==> src/rtl/shift_add_mul.sv <==
// Sequential unsigned multiply-accumulate p = a*b + c.
// One multiplier bit is consumed per clock; handshake matches the restoring divider.
module shift_add_mul #(
    parameter int WIDTH = 8,
    parameter int CW    = $clog2(WIDTH)
) (
    input  logic               clk,
    input  logic               rst_n,
    input  logic               start,
    input  logic [WIDTH-1:0]   a,
    input  logic [WIDTH-1:0]   b,
    input  logic [WIDTH-1:0]   c,
    output logic [2*WIDTH-1:0] p,
    output logic               busy,
    output logic               ready,
    output logic [CW-1:0]      count
);

    typedef enum logic [1:0] {
        IDLE = 2'd0,
        CALC = 2'd1,
        DONE = 2'd2
    } state_t;

    state_t               state_q, state_d;
    logic [2*WIDTH-1:0]   mcand_q, mcand_d;
    logic [WIDTH-1:0]     mplier_q, mplier_d;
    logic [2*WIDTH-1:0]   acc_q, acc_d;
    logic [2*WIDTH-1:0]   p_q, p_d;
    logic [CW-1:0]        count_q, count_d;
    logic                 busy_q, busy_d;
    logic                 ready_q, ready_d;
    logic [2*WIDTH-1:0]   sum;

    localparam logic [CW-1:0] LAST = CW'(WIDTH - 1);

    always_comb begin
        state_d  = state_q;
        mcand_d  = mcand_q;
        mplier_d = mplier_q;
        acc_d    = acc_q;
        p_d      = p_q;
        count_d  = count_q;
        busy_d   = busy_q;
        ready_d  = ready_q;
        sum      = acc_q + (mplier_q[0] ? mcand_q : '0);

        unique case (state_q)
            IDLE, DONE: begin
                if (start) begin
                    mcand_d  = {{WIDTH{1'b0}}, a};
                    mplier_d = b;
                    acc_d    = {{WIDTH{1'b0}}, c};
                    count_d  = '0;
                    busy_d   = 1'b1;
                    ready_d  = 1'b0;
                    state_d  = CALC;
                end
            end
            CALC: begin
                acc_d    = sum;
                mcand_d  = mcand_q << 1;
                mplier_d = mplier_q >> 1;
                // Last iteration publishes the sum including this cycle's add.
                if (count_q == LAST) begin
                    p_d     = sum;
                    busy_d  = 1'b0;
                    ready_d = 1'b1;
                    state_d = DONE;
                end else begin
                    count_d = count_q + CW'(1);
                end
            end
            default: begin
                state_d = IDLE;
            end
        endcase
    end

    always_ff @(posedge clk) begin
        if (!rst_n) begin
            state_q  <= IDLE;
            mcand_q  <= '0;
            mplier_q <= '0;
            acc_q    <= '0;
            p_q      <= '0;
            count_q  <= '0;
            busy_q   <= 1'b0;
            ready_q  <= 1'b0;
        end else begin
            state_q  <= state_d;
            mcand_q  <= mcand_d;
            mplier_q <= mplier_d;
            acc_q    <= acc_d;
            p_q      <= p_d;
            count_q  <= count_d;
            busy_q   <= busy_d;
            ready_q  <= ready_d;
        end
    end

    assign p     = p_q;
    assign busy  = busy_q;
    assign ready = ready_q;
    assign count = count_q;

endmodule

==> config.mk <==
export PLATFORM = sky130hd
export DESIGN_NAME = shift_add_mul
export DESIGN_NICKNAME = d
export VERILOG_FILES = /design/src/rtl/shift_add_mul.sv
export SDC_FILE = /design/constraint.sdc
export NUM_CORES = 1
export LEC_CHECK = 0
export CAP_MARGIN = 15
export CORE_MARGIN = 2
export CORE_UTILIZATION = 48
export CTS_CLUSTER_DIAMETER = 50
export DETAILED_ROUTE_END_ITERATION = 7
export HOLD_SLACK_MARGIN = 0.05
export PLACE_DENSITY = 0.71
export SLEW_MARGIN = 20
export SYNTH_ARGS = -nofsm -noshare
export SYNTH_HDL_FRONTEND = slang
export SYNTH_SLANG_ARGS = --single-unit
==> constraint.sdc <==
create_clock -name clk -period 2.2 [get_ports clk]
set_input_delay 0.55 -clock clk [delete_from_list [all_inputs] [get_ports clk]]
set_output_delay 0.55 -clock clk [all_outputs]
set_load 0.01 [all_outputs]
**After elaboration in Yosys (flattened, before gate mapping)**

Cells that the tools add are included.

- Output and inout port bits: 21
- Register bits: 63
- Logic and storage cells: 43
- Input port bits: 27

- Reductions and logical operators: 8
- Equality and inequality tests: 6
- Add/sub/neg operators: 2
- Mux-type cells: 19

Operators with widths:

| cell | count |
|---|---|
| 16-bit one-hot mux with 2 select lines | 2 |
| 16-bit two-way mux | 3 |
| 16-bit adder | 1 |
| 8-bit one-hot mux with 2 select lines | 1 |
| 8-bit two-way mux | 1 |
| 3-bit two-way mux | 2 |
| 2-bit != test (second input constant) | 3 |
| 3-bit one-hot mux with 2 select lines | 1 |
| 2-bit AND reduction | 3 |
| 3-bit AND reduction | 2 |
| 1-bit two-way mux | 4 |
| 2-bit two-way mux | 2 |
| 1-bit one-hot mux with 2 select lines | 2 |
| 2-bit one-hot mux with 2 select lines | 1 |
| 3-bit by 1-bit adder with 3-bit output (second input constant) | 1 |
| 3-bit equality test (second input constant) | 1 |
| 2-bit by 1-bit equality test with 1-bit output (second input constant) | 1 |
| 2-bit equality test (second input constant) | 1 |
| 2-bit logical NOT | 1 |
| 2-bit nonzero test | 1 |
| 2-bit OR reduction | 1 |

**Depth between registers and ports, before layout**

- Depth in word-level cells: 4
- Gate-level depth with buffers: 11

**Worst setup path after synthesis**

No wires, ideal clock.

- Path type: flip-flop to flip-flop
- From: reg mplier_q[0]
- To: reg acc_q[14]
- Library setup time: 0.116 ns
- Clock period less this slack: 2.394 ns
- Stages on the path, launching flop included: 12
- Buffers on the path: 1
- Setup slack: -0.194 ns
- Data arrival time: 2.278 ns
- Cell sequence: dfxtp_1 > clkbuf_1 > and2_1 > ha_1 > fa_1 > a21o_1 > nand4_1 > a21oi_1 > o211ai_1 > nand3_1 > and3b_1 > a31o_2

- Longest elaborated chain between the ends: 3

RTL lines:

| element | line | text |
|---|---|---|
| from (decl) | 27 | `logic [WIDTH-1:0] mplier_q, mplier_d;` |
| from (signal assigned) | 93 | `mplier_q <= mplier_d;` |
| 16-bit two-way mux | 46 | `sum = acc_q + (mplier_q[0] ? mcand_q : '0);` |
| 16-bit adder | 46 |  |
| 16-bit one-hot mux with 2 select lines | 48 | `unique case (state_q)` |
| to (signal assigned) | 85 | `acc_q <= '0;` |
| to (signal assigned) | 94 | `acc_q <= acc_d;` |
| to (decl) | 28 | `logic [2*WIDTH-1:0] acc_q, acc_d;` |

No other way between the ends.
A chain may end at the register's enable or synchronous reset.

**Worst setup path after layout**

Same ends and word-level chain as after synthesis.

==> key figures <==
Outcome
  – Outcome: finished with violations
  – Violated checks: setup timing

Synthesis
  – Synth Instances: approximately 390
  – Register area share after synthesis: 0.405
  – Post-Synthesis Net Count: ~430
  – Post-synth cell types: 38
  – Warnings, synthesis: 0
  – Yosys reg bits: 63
  – Cell area after synthesis: roughly 3100 um^2
  – Mean area per synthesized cell: between 8 and 9 um^2

Finish
  – Antenna fix cells: 0
  – Multi-input logic area: 2010 um^2
  – Register area: roughly 1300 um^2
  – Layout Nets: ~500
  – Fraction of layout cells with a size suffix above 1: 0.180
  – Area Overhead vs Synth: 39.3%
  – Final Instance Area: around 4300 um^2
  – Post-route insts no fill: approximately 530
  – Fillers: 510

STA
  – Final Max Slew Viols: 0
  – Slew @ Worst Pin: approximately 0.58 ns
  – Setup Skew: slightly above 0.007 ns
  – Relative slew margins: 0.610
  – RSZ-0062 raised after global routing: true
  – Final hold violation count: 0
  – Post-layout min period: 2.30 ns
  – Final WS setup: -0.0975 ns
  – Worst hold slack: 0.448 ns
  – Setup Viol. Count Final: 3
  – Fin crit share: 1.04
  – F_max: approximately 0.44 GHz

Worst setup path
  – Worst Path Max Fanout: 7
  – Critical Setup Path Class: reg2reg
  – CP bufs+invs: 0
  – Critical Path RT: approximately 2.4 ns
  – CP Cell Sequence: and2_4, ha_4, fa_2, a21o_1, nand4_1, a21oi_2, o211ai_1, nand3_1, and3b_1, a31o_2
  – CP peak stage delay: between 0.3 and 0.4 ns
  – Family with the most delay on the worst path: compound AO/OA/AOI/OAI gates
  – Crit path launch type: register
  – R2R cell count: 10
  – Reg-to-Reg Start: mplier_q[0]
  – R2R Path End: acc_q[14]
  – Crit path capture type: register
  – Worst Path Arrival: approximately 2.5 ns
  – Critical Path Slowest Stage Cell: dfxtp_4
  – Register-to-register setup slack: -0.1 ns

Route
  – DRT iter0 DRCs: ~140
  – DR pass1 iterations: 4
  – Routed wire length: 7.87 mm
  – Post-DR vias/cell: between 5 and 6
  – Post-DRT Antenna Nets: 0
  – Per-cell routed wire length: roughly 15 um
  – Vias: 2923
  – DRC violations left: 0

Clocking
  – Clock buffer count from CTS: 9
  – Clock sinks: 63
  – H-tree Lvls: 3
  – CTS max path bufs: 2
  – Root buf cell: clkbuf_8
  – Worst skew pair latency: around 0.34 ns
  – CTS tree: done
  – Worst-path clk slew: ~0.070 ns

Hold path
  – Worst Hold End: p[14]
  – Worst hold path class: reg2reg
  – Worst hold stages: 2
  – Hold Startpoint: p[14]

Place
  – Dpl hpwl: between 5 and 6 mm
  – Buffers on Ports: 47
  – GPL Wtd Cong: 0.915
  – Post-Place Cells: 510
  – Placed inst area: about 3800 um^2

Global route
  – First-pass GRT wire length: between 10 and 15 mm
  – Vias in the first global route: between 2000 and 3000
  – Initial antenna violation count: 0
  – Largest net degree at the start of global routing: 51
  – Overflow after GRT: 0
  – Total GRT Usage: 0.222

Floorplanning
  – Starting Density: 0.494
  – Num rows: 29
  – Chip height: approximately 85 um
  – Die ar.: 7150 um^2
  – Die width: between 80 and 90 um
  – IO Pins: 48
  – Core area: between 6000 and 7000 um^2

Pwr
  – Pleak: about 1.7 nW
  – Peak VDD IR: around 0.00058 V
  – Cell area power density: around 640 nW/um^2

Flow run
  – Max Cap Viol: 0
tightest hold or removal path, stage by stage (launching register included):
cell	delay (ns)
dfxtp_1	0.31
nand2_1	0.05
a21boi_1	0.05
timing repair:
action	CTS	global route
gates cloned	0	0
pin swaps	10	15
setup buffers	3	3
resized for setup	13	31
setup endpoints to repair	9	12
hold buffers	0	0
where the power goes:
group / leakage (nW) / internal, mW / switching [mW]
registers: 0.514 / 1.19 / 0.0420
logic: 1.02 / 0.191 / 0.202
clock network: 0.114 / 0.699 / 0.436
total: 1.65 / 2.08 / 0.680
cells in the mapped netlist (all sizes together):
cell type | n | share of area
a21boi | 2 | 0.0048
a21o | 7 | 0.017
buf | 3 | 0.0040
o21ai | 16 | 0.026
o41ai | 1 | 0.0028
nor2 | 51 | 0.061
inv | 2 | 0.0024
and2 | 16 | 0.032
a31oi | 2 | 0.0088
o211ai | 3 | 0.0088
nand2 | 77 | 0.093
nor2b | 2 | 0.0040
a21oi | 29 | 0.047
or3 | 1 | 0.0020
nand4 | 6 | 0.012
xor2 | 6 | 0.017
o21bai | 1 | 0.0036
fa | 1 | 0.0064
nor3 | 2 | 0.0032
a31o | 1 | 0.0028
and3 | 3 | 0.0060
and3b | 1 | 0.0028
a22oi | 11 | 0.026
a211oi | 4 | 0.011
clkbuf | 20 | 0.024
a311oi | 19 | 0.053
nand2b | 2 | 0.0040
ha | 17 | 0.068
nand3 | 8 | 0.013
a221oi | 1 | 0.0028
xnor2 | 8 | 0.022
dfxtp | 63 | 0.40
and4 | 1 | 0.0028
cell usage in the layout (no fill, tap or decap), types with 2 or more instances in the layout:
master,synthesis,final
clkbuf_1,20,2
a21o_1,7,7
o211ai_1,2,2
dfxtp_1,63,62
ha_1,17,4
nand2_1,77,76
a21oi_2,0,5
a22oi_1,11,11
nand4_1,6,6
nand2b_1,2,2
and2_1,15,11
nor3_1,2,2
clkbuf_8,0,11
o21ai_0,16,8
a21oi_1,29,23
buf_12,0,4
a311oi_1,19,19
xor2_1,6,4
o21ai_1,0,7
inv_1,2,2
nor2_1,51,51
xnor2_1,8,8
and2_4,0,4
bufinv_16,0,2
a211oi_1,3,3
buf_4,0,23
xor2_2,0,2
clkdlybuf4s50_1,0,47
nand3_1,8,7
ha_4,0,13
and3_1,3,2
how the worst max path moves through the flow:
stage                      startpoint  depth (start not counted)        end
after floorplan           mplier_q[0]                         11  acc_q[14]
after global placement    mplier_q[0]                         10  acc_q[14]
after detailed placement  mplier_q[0]                         10  acc_q[14]
after CTS                 mplier_q[0]                         10  acc_q[14]
after global routing      mplier_q[0]                         10  acc_q[14]
final                     mplier_q[0]                         10  acc_q[14]
layout make-up:
type                       instances  area share
clock inverter                     3      0.0150
tap                               77      0.0222
multi-input combinational        299       0.464
timing repair buffer              75       0.169
inverter                           2     0.00173
sequential                        63       0.291
clock buffer                      13      0.0366
stage by stage:
| step | util | TNS, ns | power [mW] | setup WS, ns |
|---|---|---|---|---|
| floorplan | - | -0.0481 | 1.45 | -0.0481 |
| global placement | 0.608 | -0.0615 | 1.60 | -0.0537 |
| detailed placement | 0.608 | -0.194 | 1.61 | -0.0894 |
| CTS | 0.659 | -0.0867 | 2.75 | -0.0460 |
| global route | 0.687 | -1.04 | 2.87 | -0.265 |
| finish | 0.687 | -0.207 | 2.76 | -0.0975 |
cell families after synthesis:
group                      Yosys count  synth area share
and+or+nand+nor                    170             0.236
AOI/OAI and AO/OA                   97             0.215
DFF                                 63             0.405
buffers and inverters               25            0.0305
adders and majority gates           18            0.0747
xor gates and xnor gates            14            0.0393
state kept, by name, summed over array words and instances (netlist names):
name      cells
acc_q        16
mcand_q      16
p            16
mplier_q      8
count         3
state_q       2
busy          1
ready         1
routing by layer:
metal / global-route usage / wire [um]
met3: 0.0629 / 369
met5: 0 / 0
met4: 0.0505 / 48
met2: 0.366 / 3780
met1: 0.289 / 3670
Note: power is estimated with default switching activity, not from simulation.
